## src/rtl/clockworks_pkg.sv

```systemverilog
// Shared constants and helpers for the clockworks clock/reset generator.
package clockworks_pkg;

    localparam int SLOW_DEFAULT       = 19;
    localparam int RESET_HOLD_DEFAULT = 4;

    function automatic int hold_w(input int hold);
        return $clog2(hold + 1);
    endfunction

endpackage

```

## src/rtl/clockworks_reset_stretch.sv

```systemverilog
// Stretches RESET into an active-low resetn, counted in wrap strobes.
module clockworks_reset_stretch
    import clockworks_pkg::*;
#(
    parameter int RESET_HOLD = RESET_HOLD_DEFAULT
) (
    input  logic CLK,
    input  logic RESET,
    input  logic wrap,
    output logic resetn
);

    localparam int HW = hold_w(RESET_HOLD);
    localparam logic [HW-1:0] HOLD_INIT = HW'(RESET_HOLD);
    localparam logic [HW-1:0] HOLD_ONE  = HW'(1);

    // Initial values give the held-in-reset state at configuration.
    logic [HW-1:0] hold     = HOLD_INIT;
    logic          resetn_q = 1'b0;

    always_ff @(posedge CLK) begin
        if (RESET) begin
            hold     <= HOLD_INIT;
            resetn_q <= 1'b0;
        end else if (wrap) begin
            if (hold != '0)
                hold <= hold - HOLD_ONE;
            resetn_q <= (hold <= HOLD_ONE);
        end
    end

    assign resetn = resetn_q;

endmodule

```

## src/rtl/clockworks_gen.sv

```systemverilog
// Divided system clock plus stretched reset generator.
// Divider compiled in only with `define CLOCKWORKS_DIVIDER_EN.
module clockworks_gen
    import clockworks_pkg::*;
#(
    parameter int SLOW       = SLOW_DEFAULT,
    parameter int RESET_HOLD = RESET_HOLD_DEFAULT
) (
    input  logic CLK,
    input  logic RESET,
    output logic clk,
    output logic resetn
);

    if (SLOW < 0 || SLOW > 30) begin : g_bad_slow
        $error("clockworks_gen: SLOW out of range");
    end
    if (RESET_HOLD < 1 || RESET_HOLD > 255) begin : g_bad_hold
        $error("clockworks_gen: RESET_HOLD out of range");
    end

    logic wrap;

`ifdef CLOCKWORKS_DIVIDER_EN
    logic [SLOW:0] cnt = '0;

    always_ff @(posedge CLK) begin
        if (RESET)
            cnt <= '0;
        else
            cnt <= cnt + 1'b1;
    end

    // Top bit is a flop output, so clk is glitch-free.
    assign clk  = cnt[SLOW];
    assign wrap = &cnt;
`else
    assign clk  = CLK;
    assign wrap = 1'b1;
`endif

    clockworks_reset_stretch #(
        .RESET_HOLD(RESET_HOLD)
    ) u_stretch (
        .CLK   (CLK),
        .RESET (RESET),
        .wrap  (wrap),
        .resetn(resetn)
    );

endmodule

```

## config.mk

```make
export PLATFORM = sky130hd
export DESIGN_NAME = clockworks_gen
export DESIGN_NICKNAME = d
export VERILOG_FILES = /design/src/rtl/clockworks_pkg.sv /design/src/rtl/clockworks_reset_stretch.sv /design/src/rtl/clockworks_gen.sv
export SDC_FILE = /design/constraint.sdc
export NUM_CORES = 1
export LEC_CHECK = 0
export CELL_PAD_IN_SITES_DETAIL_PLACEMENT = 1
export CELL_PAD_IN_SITES_GLOBAL_PLACEMENT = 2
export CORE_AREA = 2 2 39 41
export CTS_BUF_LIST = sky130_fd_sc_hd__clkbuf_4
export DETAILED_ROUTE_END_ITERATION = 8
export DIE_AREA = 0 0 41 43
export MAX_ROUTING_LAYER = met4
export PLACE_DENSITY = 0.5
export REMOVE_ABC_BUFFERS = 1
export SYNTH_ARGS = -nofsm -noshare
export SYNTH_HDL_FRONTEND = slang
export SYNTH_SLANG_ARGS = --single-unit
```

## constraint.sdc

```tcl
create_clock -name CLK -period 2 [get_ports CLK]
set_clock_uncertainty 0.15 [all_clocks]
set_input_delay 0.3 -clock CLK [delete_from_list [all_inputs] [get_ports CLK]]
set_output_delay 0.3 -clock CLK [all_outputs]
set_load 0.005 [all_outputs]
```

==> out/metrics.yaml <==
status:
  status: "finished clean"
critical_path:
  critical_path_class: "clock port to output pin"
  worstSetupEndpointType: "output pin"
  worst-endpoint-required_ps: 1550
  worst_ep_arrival_time_ps: 1490
  worstPathMaxFanout: 2
  depth_of_the_worst_register_to_register_path: 4
  worstSetupStartpointType: "clock port"
finish:
  layout-drive-gt1-share_pct: 27.59
  multi_input_area_um2: 122.6
  area.sequential_um2: 80.08
  final_net_count: 36
  fillers: 155
  flow.area_growth_from_synthesis_pct: 38.98
  antenna_cells: 0
  instances_no_fill: 45
yosys:
  synth_seq_cells: 4
  synth_top_cell_by_area: "dfxtp_1"
  post_synth_main_area_contributors: "dfxtp_1 36%, ha_1 17%, mux2_4 6.8%, nor3b_1 6.8%, nand2b_4 6.2%"
  cell_area_after_synthesis_um2: 221.5
  number_of_flops_mapped_to_enable_cells_by_yosys: 0
  post_synth.cell_area_avg_um2: 10.55
  netlist_top_cells_count: "4 x dfxtp_1, 3 x ha_1, 3 x inv_1, 2 x nor3b_1"
  post_synthesis_cell_count: 21
  synth_top_cell_area_share_pct: 36.16
  netlist-cell-type-count: 13
  synth_ff_type: "dfxtp_1"
  post-synth-top-count-cell: "dfxtp_1"
  postSynth.asyncResetShare_pct: 0
  synth_warnings: 0
  synth_sequential_area_ratio_pct: 36.16
routing:
  drt_wl_total_um: 402
  postRouteAntennaNets: 0
  route.detailed.drc: 0
  avg_wl_per_cell_um: 8.933
  firstDrtPassIters: 3
  routed_via_count: 173
  vias_per_cell: 3.844
  drtIter0Drc: 1
global_route:
  first_pass_grt_wire_length_um: 786
  global_route.usage.total_pct: 8.642
  global_route.overflow_total: 0
  grt_antenna_before_repair: 0
  grt_start_max_net_pins: 6
  number_of_global_route_vias_before_repair: 222
sta:
  rsz0062_at_grt: "no"
  tns_ps: 0
  layout_setup_ws_ps: 63.71
  finalHoldWorstSlack_ps: 367.3
  final_max_slew_viol_count: 0
  final-setup-viol-count: 0
  worstMarginPinSlew_ps: 183.2
  max_slew_margin_pct: 87.77
  report.final.hold_viol_count: 0
placed_design:
  gp_congestion: 0.6157
  port-buffer-count: 3
  detailedPlacementHpwl_um: 285.5
  count_of_placed_standard_cells_including_taps: 39
  post-place-ws_ps: 136.4
die:
  io-pin-count: 4
  start_util_pct: 16.00
  dieArea_mm2: 0.001763
  die_width_um: 41
  fp-row-count: 14
  die_h_um: 43
  core_area_mm2: 0.001384
clock_tree:
  cts_tree: "yes"
  cts.repair_timing.setup_buffer_count: 0
  cts-resized-gates: 1
  cts.reportedPaths.clkPinSlew_ps: 40
  worstSkewPairLatency_ps: 340
  hold_buffers: 0
power:
  peakVddDrop_mv: 0.4134
  power.static_leakage_nw: 0.1464
  power-per-cell-area_mw_per_mm2: 1615
flow_run:
  maxCapViolCount: 0
hold_path:
  hp-class: "flop to flop"
  worst_hold_path.num_cells: 1
[metal layers]
layer | up-vias | share of wire (%) | track usage (%)
li1 | 86 | - | -
met1 | 76 | 43 | 6.109
met2 | 7 | 44 | 8.438
met3 | 4 | 7.2 | 11.52
met4 | 0 | 6.2 | 10.67
met5 | - | 0 | -
[worst paths after layout]
kind / startpoint / to / slack, ps
setup reg to reg: u_stretch.hold[0]$_SDFFE_PP0P_ / u_stretch.hold[0]$_SDFFE_PP0P_ / 610
setup / recovery: CLK / clk / 60
hold / removal: u_stretch.hold[2]$_SDFFE_PP1P_ / u_stretch.resetn$_SDFF_PP0_ / 370
hold reg to reg: u_stretch.hold[2]$_SDFFE_PP1P_ / u_stretch.resetn$_SDFF_PP0_ / 370
[metrics by stage]
step	power (W)	instance area, µm²	util (%)
floorplan	0.0002499	214.0	-
global placement	0.0003319	264.0	19.08
detailed placement	0.0003321	264.0	19.08
CTS	0.0005152	307.8	22.24
global route	0.0005565	307.8	22.24
finish	0.0004970	307.8	22.24
[power breakdown]
part | leakage [nW] | switching, W | total [W] | internal, W
Sequential | 0.0333 | 0.0000288 | 0.000139 | 0.000110
Clock | 0.0329 | 0.0000607 | 0.000213 | 0.000152
Combinational | 0.0803 | 0.0000592 | 0.000145 | 0.0000862
[state kept, by name (all words and copies together) (netlist names)]
register,flops
u_stretch.hold,3
u_stretch.resetn,1
[final cells by class]
| class | instances | share of cell area (%) |
|---|---|---|
| repair buffers | 2 | 6.504 |
| well taps | 16 | 6.504 |
| flip-flops and latches | 4 | 26.02 |
| inverters | 3 | 3.659 |
| multi-input cells | 13 | 39.84 |
| clock buffers | 7 | 17.48 |
[placed cells by master, fill, tap and decap left out, drive strengths merged]
cell type / count
nand2b: 1
a211oi: 1
dlygate4sd2: 1
dfxtp: 4
clkbuf: 6
inv: 3
nor3: 1
a211o: 1
ha: 3
o21ba: 1
nor2b: 1
nor2: 1
mux2: 1
nor3b: 2
clkdlybuf4s50: 2
[cell families after synthesis]
logic type / Yosys count / synth area share [%]
fa+ha+maj: 3 / 16.95
simple gates: 6 / 19.77
flops: 4 / 36.16
buf+inv: 4 / 8.475
mux: 1 / 6.778
compound gates: 3 / 11.87
[worst max-delay path, stage by stage]
cell and delay (ps):
clkbuf_4 110, clkbuf_4 120, dlygate4sd2_1 250
Note: power is estimated with default switching activity, not from simulation.
